<file path="config.mk">
export PLATFORM = sky130hd
export DESIGN_NAME = alu_muldiv_seq
export DESIGN_NICKNAME = d
export VERILOG_FILES = /design/src/rtl/alu_muldiv_seq_pkg.sv /design/src/rtl/alu_muldiv_seq.sv
export SDC_FILE = /design/constraint.sdc
export NUM_CORES = 1
export LEC_CHECK = 0
export CAP_MARGIN = 20
export CORE_MARGIN = 3
export CORE_UTILIZATION = 35
export DETAILED_ROUTE_END_ITERATION = 7
export SLEW_MARGIN = 20
export SYNTH_ARGS = -nofsm -noshare
export SYNTH_HDL_FRONTEND = slang
export SYNTH_SLANG_ARGS = --single-unit
</file>
<file path="constraint.sdc">
create_clock -name clk -period 6.8 [get_ports clk]
set_input_delay 1.36 -clock clk [delete_from_list [all_inputs] [get_ports clk]]
set_output_delay 1.36 -clock clk [all_outputs]
set_load 0.01 [all_outputs]
</file>
<file path="src/rtl/alu_muldiv_seq_pkg.sv">
// Shared definitions for the iterative multiply/divide sequencer:
// FSM state encoding, ALU opcode constants and default datapath width.
package alu_muldiv_seq_pkg;

   localparam int unsigned N_DEFAULT = 32;

   typedef enum logic [1:0] {
      IDLE = 2'd0,
      RUN  = 2'd1,
      FIN  = 2'd2
   } state_t;

   localparam logic [2:0] ALU_OP_ADD = 3'b000;
   localparam logic [2:0] ALU_OP_AND = 3'b001;
   localparam logic [2:0] ALU_OP_OR  = 3'b010;
   localparam logic [2:0] ALU_OP_XOR = 3'b011;
   localparam logic [2:0] ALU_OP_NOT = 3'b100;
   localparam logic [2:0] ALU_OP_LSH = 3'b101;
   localparam logic [2:0] ALU_OP_CSH = 3'b110;

   localparam logic ADD_SUB_ADD = 1'b0;
   localparam logic ADD_SUB_SUB = 1'b1;

endpackage

</file>
<file path="src/rtl/alu_muldiv_seq.sv">
// Iterative unsigned multiply / restoring divide sequencer. Drives one
// add or subtract per cycle on the external ALU and folds the ALU result
// and carry back into its working registers for N cycles.
module alu_muldiv_seq
   import alu_muldiv_seq_pkg::*;
#(
   parameter int unsigned N  = N_DEFAULT,
   parameter int unsigned CW = 6
)(
   input  logic         clk,
   input  logic         reset,
   input  logic         start,
   input  logic         op_div,
   input  logic [N-1:0] opa,
   input  logic [N-1:0] opb,
   output logic         busy,
   output logic         done,
   output logic [N-1:0] res_lo,
   output logic [N-1:0] res_hi,
   output logic         div0,
   output logic [N-1:0] alu_x,
   output logic [N-1:0] alu_y,
   output logic [2:0]   alu_sel,
   output logic         alu_add_sub,
   output logic         alu_arith,
   input  logic [N-1:0] alu_result,
   input  logic         alu_cf
);

   state_t         state, state_nxt;
   logic [CW-1:0]  cnt;
   logic           is_div;
   // Working registers are shared between the two operations:
   //   ra = acc (multiply) / rem (divide)
   //   rb = mcand (multiply) / dvs (divide)
   //   rc = mplier (multiply) / q (divide)
   logic [N-1:0]   ra, rb, rc;
   logic [N-1:0]   ra_nxt, rb_nxt, rc_nxt;
   logic [N-1:0]   rs;
   logic           accept;
   logic           last;
   logic           div_by_zero;

   assign rs          = {ra[N-2:0], rc[N-1]};
   // A shifted remainder that overflowed N bits always exceeds the divisor.
   assign accept      = alu_cf | ra[N-1];
   assign last        = (cnt == CW'(N - 1));
   assign div_by_zero = op_div && (opb == '0);

   // One iteration step of the working registers from the ALU response
   always_comb begin
      ra_nxt = ra;
      rb_nxt = rb;
      rc_nxt = rc;
      if (is_div) begin
         if (accept) begin
            ra_nxt = alu_result;
            rc_nxt = {rc[N-2:0], 1'b1};
         end else begin
            ra_nxt = rs;
            rc_nxt = {rc[N-2:0], 1'b0};
         end
      end else begin
         if (rc[0]) ra_nxt = alu_result;
         rb_nxt = rb << 1;
         rc_nxt = rc >> 1;
      end
   end

   // State register
   always_ff @(posedge clk or posedge reset) begin
      if (reset) state <= IDLE;
      else       state <= state_nxt;
   end

   // Next-state logic
   always_comb begin
      state_nxt = state;
      case (state)
         IDLE: if (start) state_nxt = div_by_zero ? FIN : RUN;
         RUN:  if (last)  state_nxt = FIN;
         FIN:             state_nxt = IDLE;
         default:         state_nxt = IDLE;
      endcase
   end

   // Status and ALU drive, combinational from state and registers
   always_comb begin
      busy        = (state == RUN);
      done        = (state == FIN);
      alu_sel     = ALU_OP_ADD;
      alu_arith   = 1'b0;
      alu_x       = '0;
      alu_y       = '0;
      alu_add_sub = ADD_SUB_ADD;
      if (state == RUN) begin
         alu_x       = is_div ? rs : ra;
         alu_y       = rb;
         alu_add_sub = is_div ? ADD_SUB_SUB : ADD_SUB_ADD;
      end
   end

   // Operand capture, iteration and result registers
   always_ff @(posedge clk or posedge reset) begin
      if (reset) begin
         cnt    <= '0;
         is_div <= 1'b0;
         ra     <= '0;
         rb     <= '0;
         rc     <= '0;
         res_lo <= '0;
         res_hi <= '0;
         div0   <= 1'b0;
      end else begin
         case (state)
            IDLE: begin
               if (start) begin
                  is_div <= op_div;
                  cnt    <= '0;
                  div0   <= 1'b0;
                  if (div_by_zero) begin
                     div0   <= 1'b1;
                     res_lo <= '1;
                     res_hi <= opa;
                  end else begin
                     ra <= '0;
                     rb <= op_div ? opb : opa;
                     rc <= op_div ? opa : opb;
                  end
               end
            end
            RUN: begin
               ra  <= ra_nxt;
               rb  <= rb_nxt;
               rc  <= rc_nxt;
               cnt <= cnt + 1'b1;
               if (last) begin
                  res_lo <= is_div ? rc_nxt : ra_nxt;
                  res_hi <= is_div ? ra_nxt : '0;
               end
            end
            default: ;
         endcase
      end
   end

endmodule

</file>
==> results of run 1 <==
## synthesized netlist by cell type, drive strengths merged
| cell type | instances |
|---|---|
| o41ai | 1 |
| a211o | 1 |
| and2 | 32 |
| o22ai | 63 |
| or3 | 3 |
| nor2b | 33 |
| nand2 | 135 |
| or4 | 1 |
| clkbuf | 69 |
| or2 | 1 |
| nand4 | 3 |
| buf | 28 |
| mux2i | 64 |
| a211oi | 32 |
| nand3 | 3 |
| nor4b | 1 |
| nor2 | 131 |
| nand2b | 1 |
| o32ai | 1 |
| mux2 | 95 |
| a21oi | 4 |
| nor4 | 6 |
| a31oi | 1 |
| xor2 | 2 |
| o21a | 1 |
| ha | 1 |
| and3 | 1 |
| a2bb2oi | 33 |
| nand3b | 2 |
| a22o | 1 |
| o21ai | 134 |
| conb | 1 |
| dfrtp | 170 |
| o21bai | 1 |
| o31ai | 31 |
| inv | 8 |
## logic make-up after synthesis
| logic type | count (synthesis) | share of synthesized area [%] |
|---|---|---|
| buf+inv | 105 | 5.157 |
| mux | 159 | 17.15 |
| other cells | 1 | 0.03761 |
| compound gates | 304 | 19.20 |
| xor+xnor | 2 | 0.1757 |
| simple gates | 353 | 15.50 |
| flops | 170 | 42.66 |
| fa+ha+maj | 1 | 0.1255 |
## stage by stage
step | std cells | instance area, sq um | hold slack, ns
finish | 1662 | 13100 | 0.4845
global route | 1662 | 13100 | 0.5053
CTS | 1662 | 13100 | 0.4905
detailed placement | 1630 | 12480 | 0.4751
global placement | 1629 | 12470 | 0.4683
floorplan | 1098 | 9983 | 0.4483
## worst min-delay path by stage
stage,from,to,depth (start not counted)
CTS,res_hi[13],res_hi[13],1
finish,res_hi[26],res_hi[26],1
global placement,cnt[5],cnt[5],1
floorplan,cnt[5],cnt[5],1
detailed placement,res_hi[13],res_hi[13],1
global route,res_hi[26],res_hi[26],1
## metal layers
| metal | up-vias | track usage (%) | routed length (um) |
|---|---|---|---|
| met5 | - | 0 | 0 |
| met4 | 0 | 4.255 | 368 |
| met3 | 26 | 5.932 | 2883 |
| met2 | 376 | 30.68 | 14110 |
| met1 | 4446 | 35.25 | 17440 |
| li1 | 4258 | - | - |
## worst max-delay path, stage by stage
cell             delay [ns]
clkdlybuf4s50_1        0.45
nor4_1                 0.67
nand4_1                0.31
or4_1                  0.62
o21ai_4                0.26
buf_4                  0.69
mux2_2                 0.40
## flip-flops by register name, summed over array words and instances, names as in the netlist, 2 cells and up
register	flops
res_lo	32
res_hi	32
rc	32
cnt	6
rb	32
state	2
ra	32
## power breakdown
| group | switching (mW) | internal, mW | total [mW] | leakage, nW |
|---|---|---|---|---|
| sequential | 0.499 | 1.50 | 2.00 | 1.86 |
| combinational | 1.69 | 1.71 | 3.39 | 2.81 |
| clock | 0.435 | 0.588 | 1.02 | 0.302 |
| total | 2.62 | 3.80 | 6.42 | 4.97 |
## cell usage in the layout (no fill, tap or decap), drive strengths merged, types with 2 or more instances in the layout
master / n
o21ai: 134
bufinv: 2
dfrtp: 170
or3: 3
xor2: 2
conb: 4
a211oi: 32
nor2b: 33
nand3: 3
nand4: 3
nand3b: 2
clkinv: 4
nor4: 6
a21oi: 4
mux2i: 64
nor2: 131
o31ai: 31
a2bb2oi: 33
o22ai: 63
buf: 20
clkdlybuf4s50: 231
nand2: 135
clkbuf: 21
mux2: 95
inv: 12
and2: 32
## area by class of cell
class	count	area, sq um	share of cell area [%]
Inverter	8	35.03	0.2675
Sequential cell	170	4259	32.52
Tap cell	378	473.0	3.611
Timing Repair Buffer	251	2470	18.86
Multi-Input combinational cell	823	5248	40.06
Clock buffer	21	480.5	3.668
Clock inverter	11	132.6	1.013
==> impl_metrics.py, run 1 <==
metrics = {
    "power": {
        "total_leakage_power_nw": 4.968,
        "power_density_nw_per_um2": 490.0,
        "total_power_mw": 6.417,
        "worst_ir_drop_vdd_mv": 0.2678,
    },
    "synthesis": {
        "syn_area_per_cell_sq_um": 9.107,
        "syn_area_sq_um": 9972,
        "yosys-top-cells-area": "dfrtp_1, o21ai_0, mux2i_1, mux2_1, mux2_2",
        "ys_warn_count": 0,
        "synth-seq-cells": 170,
        "synthDistinctLibCells": 44,
        "synth_top_area_cell": "dfrtp_1",
        "synth_top_cell_area_share_pct": 42.66,
        "syn_inst": 1095,
        "ys_seq_area_share_pct": 42.66,
    },
    "worst_setup_path": {
        "path_class": "in -> reg",
        "arrival_ns": 4.79,
        "startpoint": "opb[26]",
        "critPathCaptureType": "flop",
        "rr_startpoint": "state[1]",
        "worst_ep_required_time_ns": 7.11,
        "critPathMaxFanout": 51,
        "setup.worst_path.end": "res_lo[12]",
        "rr_endpoint": "res_lo[12]",
        "rr_worst_depth": 5,
        "critPathLaunchType": "input port",
        "ff2ff_setup_slack_ns": 3.82,
    },
    "clocking": {
        "cts_resized": 0,
        "clockRootBuffer": "clkbuf_16",
        "cts_buffer_depth": 2,
        "h-tree-depth": 4,
        "post_cts_buffers": 0,
        "cts.sinks": 170,
        "ctsHoldBuffers": 0,
        "cts_tree": "done",
        "clkLatencyLatePin_ns": 0.43,
        "cts_buffers": 17,
        "clk_pin_slew_ns": 0.07,
    },
    "sta": {
        "hold_viol": 0,
        "finClkSkew_ns": 0.01379,
        "rsz0062_at_grt": "false",
        "min_period_over_period_pct": 65.81,
        "min_period_ns": 4.475,
        "worst_slack_ns": 2.325,
        "timing.fmax_mhz": 223.5,
        "finalSetupViolCount": 0,
        "setup_tns_ns": 0,
        "tightestPinTransition_ns": 0.9952,
        "relSlewSlack_pct": 33.66,
        "drv_slew": 0,
    },
    "routing": {
        "route.detailed.drc": 0,
        "routedWlPerCell_um": 20.94,
        "drtIter0Drc": 816,
        "routed_via_density": 5.479,
        "vias": 9106,
        "ant_nets": 0,
        "dr.pass1.iters": 6,
        "wirelength_mm": 34.80,
    },
    "place": {
        "numPortBuffers": 232,
        "place_congestion": 0.8643,
        "dp_hpwl_mm": 24.65,
        "place_ws_ns": 1.835,
    },
    "floorplanning": {
        "die_w_um": 174.8,
        "pin_count": 237,
        "dieArea_sq_um": 30550,
        "rows": 61,
        "initial_utilization_pct": 35.70,
        "die_h_um": 174.8,
        "placeableCoreArea_sq_um": 27930,
    },
    "flow_run": {
        "max_cap_violations": 0,
    },
    "finish": {
        "utilization_pct": 46.89,
        "n_fill_cell": 2645,
        "drive_gt1_share_pct": 8.333,
        "area_growth_pct": 31.34,
        "diodes": 0,
        "nets": 1373,
    },
    "global_route": {
        "grt_overflow": 0,
        "antenna_found_initial": 0,
        "first_global_vias": 8935,
        "grt_pass1_wl_mm": 53.76,
        "grt_use_total_pct": 22.39,
        "grt_max_degree": 78,
    },
    "worst_hold_path": {
        "hold_class": "reg -> reg",
    },
    "run_status": {
        "status": "completed",
    },
}
Power figures use the tool's default switching activity.
==> run 2: changes to the inputs <==
==> constraint.sdc (replaced) <==
create_clock -name clk -period 4.13 [get_ports clk]
set_input_delay 0.826 -clock clk [delete_from_list [all_inputs] [get_ports clk]]
set_output_delay 0.826 -clock clk [all_outputs]
set_load 0.01 [all_outputs]
==> impl_metrics.py, run 2 (synthesized netlist as in run 1, its figures left out) <==
metrics = {
    "run_status": {
        "status": "completed",
    },
    "clocking": {
        "h-tree-depth": 4,
        "cts_buffers": 17,
        "cts_resized": 0,
        "post_cts_buffers": 0,
        "clk_pin_slew_ns": 0.07,
        "cts_tree": "done",
        "clockRootBuffer": "clkbuf_16",
        "cts.sinks": 170,
        "clkLatencyLatePin_ns": 0.43,
        "cts_buffer_depth": 2,
        "ctsHoldBuffers": 0,
    },
    "global_route": {
        "grt_max_degree": 162,
        "grt_overflow": 0,
        "grt_use_total_pct": 22.54,
        "grt_pass1_wl_mm": 54.26,
        "antenna_found_initial": 1,
        "first_global_vias": 8838,
    },
    "routing": {
        "dr.pass1.iters": 5,
        "ant_nets": 0,
        "route.detailed.drc": 0,
        "drtIter0Drc": 729,
        "vias": 9072,
        "routed_via_density": 5.426,
        "wirelength_mm": 34.61,
        "routedWlPerCell_um": 20.70,
    },
    "worst_setup_path": {
        "crit_chain": "buf_4 > mux2i_1 > nor2_1 > clkdlybuf4s50_1",
        "rr_worst_depth": 6,
        "worst_ep_required_time_ns": 3.30,
        "arrival_ns": 2.50,
        "crit_slowest_cell": "dfrtp_4",
        "path_class": "reg -> out",
        "critical_path_buf_inv_count": 2,
        "critPathCaptureType": "output port",
        "max_stage_delay_ns": 0.81,
        "critPathMaxFanout": 43,
        "critPathLaunchType": "flop",
        "cpLargestDelayFamily": "buffers and inverters",
        "worst-path-stages": 4,
    },
    "worst_hold_path": {
        "hold_class": "reg -> reg",
        "whs_path_depth": 1,
    },
    "floorplanning": {
        "die_h_um": 174.8,
        "dieArea_sq_um": 30550,
        "initial_utilization_pct": 35.70,
        "rows": 61,
        "die_w_um": 174.8,
        "pin_count": 237,
        "placeableCoreArea_sq_um": 27930,
    },
    "power": {
        "seqPwrFrac_pct": 30.9,
        "pwr-share-comb_pct": 52.9,
        "switchingPower_mw": 4.280,
        "p_int_mw": 6.334,
        "worst_ir_drop_vdd_mv": 0.3134,
        "swShare_pct": 40.32,
        "total_leakage_power_nw": 5.024,
        "clockPowerShare_pct": 16.2,
        "power_density_nw_per_um2": 801.8,
    },
    "flow_run": {
        "max_cap_violations": 0,
    },
    "finish": {
        "area_growth_pct": 32.76,
        "final_common_cell": "clkdlybuf4s50_1",
        "nets": 1384,
        "utilization_pct": 47.39,
        "layout_common_cells": "clkdlybuf4s50_1, dfrtp_1, nand2_1",
        "drive_gt1_share_pct": 8.817,
    },
    "sta": {
        "hold_viol": 0,
        "drv_slew": 0,
        "min_period_ns": 3.330,
        "finClkSkew_ns": 0.01292,
        "timing.fmax_mhz": 300.3,
        "finalSetupViolCount": 0,
        "rsz0062_at_grt": "false",
        "tightestPinTransition_ns": 0.9832,
        "timing.hold.ws_ns": 0.4844,
        "setup_tns_ns": 0,
        "relSlewSlack_pct": 34.45,
        "min_period_over_period_pct": 80.63,
    },
    "place": {
        "place_congestion": 0.8588,
        "numPortBuffers": 232,
        "dp_hpwl_mm": 24.89,
    },
}
run 2: metal layers:
layer	vias to the layer above	GRT usage [%]	share of wire (%)
met5	-	0	0
met4	0	4.056	0.98
met3	21	6.345	8.3
met2	350	30.14	40
met1	4430	35.98	51
li1	4271	-	-
run 2: through the flow:
stage               area (sq um)  total power, mW  instances  setup WS (ns)
finish                     13240            10.61       1672         0.7999
global route               13240            11.40       1672         0.6826
CTS                        13240            10.66       1671         0.7796
detailed placement         12620            8.919       1641         0.4517
global placement           12620            8.831       1641         0.4902
floorplan                   9987            6.266       1098          1.135
run 2: final cells by class:
type / instances / area (sq um)
clock buffers: 20 / 446.7
fillers: 2691 / 14700
multi-input cells: 823 / 5248
well taps: 378 / 473.0
inverters: 8 / 33.78
repair buffers: 262 / 2608
clock inverters: 10 / 168.9
diodes: 1 / 2.502
flip-flops and latches: 170 / 4259
run 2: worst register-to-register path, cell delays in order, from the launching register on:
cell and delay [ns]:
dfrtp_4 0.81, inv_1 0.14, or3_1 0.66, buf_4 0.35, o22ai_1 0.32, o21ai_0 0.12
mux2_1 0.30
run 2: final timing paths:
kind                            from  slack, ns    endpoint
max                           is_div       0.80    alu_x[0]
min                        res_lo[5]       0.48   res_lo[5]
max reg2reg                   is_div       1.33  res_hi[22]
min reg2reg                res_lo[5]       0.48   res_lo[5]
max in group asynchronous      reset       2.41  res_hi[28]
min in group asynchronous      reset       0.92      ra[25]
run 2: power by group through the flow:
| stage | Combinational (mW) | Clock (mW) | Sequential (mW) |
|---|---|---|---|
| floorplan | 3.17 | 0 | 3.09 |
| global placement | 5.55 | 0 | 3.28 |
| detailed placement | 5.62 | 0 | 3.30 |
| CTS | 5.64 | 1.75 | 3.28 |
| global route | 6.17 | 1.82 | 3.40 |
| finish | 5.61 | 1.72 | 3.28 |
==> run 3: changes to the inputs <==
==> constraint.sdc (replaced) <==
create_clock -name clk -period 2.75 [get_ports clk]
set_input_delay 0.55 -clock clk [delete_from_list [all_inputs] [get_ports clk]]
set_output_delay 0.55 -clock clk [all_outputs]
set_load 0.01 [all_outputs]
==> impl_metrics.py, run 3 (synthesized netlist as in run 1, its figures left out) <==
metrics = {
    "worst_setup_path": {
        "crit_top_cell": "buf_4",
        "critPathMaxFanout": 14,
        "startpoint": "opb[26]",
        "critPathCaptureType": "flop",
        "crit_chain": "clkdlybuf4s50_1 > nor4_2 > buf_4 > nand4_1 > or4_4 > o21ai_4 > buf_4 > buf_12 > mux2_2",
        "worst_ep_required_time_ns": 3.07,
        "crit_slowest_cell": "or4_4",
        "rr_startpoint": "rc[0]",
        "max_stage_delay_ns": 0.54,
        "path_class": "in -> reg",
        "arrival_ns": 2.99,
        "critPathLaunchType": "input port",
    },
    "sta": {
        "rsz0062_at_grt": "true",
        "finClkSkew_ns": 0.01193,
        "timing.fmax_mhz": 374.6,
        "tightestPinTransition_ns": 0.9700,
        "worst_slack_ns": 0.08081,
        "relSlewSlack_pct": 35.33,
        "hold_viol": 0,
        "finalSetupViolCount": 0,
        "setup_tns_ns": 0,
        "min_period_ns": 2.669,
        "min_period_over_period_pct": 97.06,
        "drv_slew": 0,
    },
    "global_route": {
        "grt_use_total_pct": 22.65,
        "grt_pass1_wl_mm": 54.70,
        "grt_max_degree": 82,
        "antenna_found_initial": 3,
        "first_global_vias": 9170,
        "grt_overflow": 0,
    },
    "floorplanning": {
        "initial_utilization_pct": 35.70,
        "dieArea_sq_um": 30550,
        "pin_count": 237,
        "die_h_um": 174.8,
        "die_w_um": 174.8,
        "placeableCoreArea_sq_um": 27930,
        "rows": 61,
    },
    "routing": {
        "dr.pass1.iters": 5,
        "routed_via_density": 5.387,
        "wirelength_mm": 35.17,
        "drtIter0Drc": 707,
        "vias": 9347,
        "route.detailed.drc": 0,
        "routedWlPerCell_um": 20.27,
        "ant_nets": 0,
    },
    "power": {
        "power_density_nw_per_um2": 1165,
        "total_power_mw": 16.09,
        "worst_ir_drop_vdd_mv": 0.5538,
        "total_leakage_power_nw": 5.352,
    },
    "clocking": {
        "ctsHoldBuffers": 0,
        "cts_buffer_depth": 2,
        "clockRootBuffer": "clkbuf_16",
        "cts_tree": "done",
        "clk_pin_slew_ns": 0.07,
        "cts.sinks": 170,
        "clkLatencyLatePin_ns": 0.43,
        "h-tree-depth": 4,
        "cts_buffers": 17,
    },
    "finish": {
        "final_common_cell": "clkdlybuf4s50_1",
        "utilization_pct": 49.46,
        "area_growth_pct": 38.56,
        "drive_gt1_share_pct": 13.43,
        "layout_common_cells": "clkdlybuf4s50_1, dfrtp_1, nand2_1",
        "nets": 1444,
    },
    "place": {
        "dp_hpwl_mm": 25.55,
        "place_ws_ns": -0.5557,
        "place_congestion": 0.8772,
        "numPortBuffers": 232,
    },
    "flow_run": {
        "max_cap_violations": 0,
    },
    "worst_hold_path": {
        "hold_class": "in -> async",
    },
    "run_status": {
        "status": "completed",
    },
}
==> run 3: critical path, delay by kind of cell <==
kind	cells	cell delay, ns
buf+inv	4	0.96
compound gates	1	0.14
mux	1	0.34
simple gates	3	0.98
==> run 3: final cells by class <==
| class | instances | area, sq um |
|---|---|---|
| Antenna cell | 2 | 5.005 |
| Clock inverter | 13 | 117.6 |
| Sequential cell | 170 | 4259 |
| Tap cell | 378 | 473.0 |
| Inverter | 8 | 36.28 |
| Multi-Input combinational cell | 823 | 5266 |
| Clock buffer | 19 | 452.9 |
| Fill cell | 2693 | 14120 |
| Timing Repair Buffer | 322 | 3207 |
==> run 3: worst paths after layout <==
path                              end  slack (ns)  depth (start not counted)
hold reg to reg             res_hi[3]        0.48                          1
hold / removal                 ra[21]        0.47                          2
min in group clk            res_hi[3]        0.48                          1
setup / recovery           res_lo[23]        0.08                          9
setup reg to reg            res_lo[4]        0.66                          5
max in group asynchronous       rc[0]        1.50                          3
==> run 3: what timing repair did <==
| item | in CTS | in global routing |
|---|---|---|
| gates cloned | 1 | 1 |
| endpoints found under the setup margin | 64 | 72 |
| pin swaps | 1 | 1 |
| resized for setup | 4 | 7 |
| setup buffers | 4 | 1 |
==> run 3: metrics by stage <==
stage                     hold WS [ns]  instances  area, sq um
after global routing            0.4882       1735        13820
after global placement          0.4687       1694        13110
after detailed placement        0.4737       1694        13110
final                           0.4702       1735        13820
after floorplan                 0.4483       1098         9987
after CTS                       0.4713       1731        13750
==> run 3: layer usage <==
layer / up-vias / global-route usage (%) / wire length, um / share of wire, %
met4: 2 / 5.253 / 492 / 1.4
met5: - / 0 / 13 / 0.037
met2: 369 / 31.88 / 14580 / 41
li1: 4409 / - / - / -
met1: 4538 / 35.71 / 17600 / 50
met3: 29 / 4.150 / 2488 / 7.1
==> run 3: power by group <==
group | total [mW] | switching [mW] | internal, mW
clock | 2.39 | 1.09 | 1.30
sequential | 4.82 | 1.10 | 3.72
combinational | 8.88 | 4.40 | 4.49
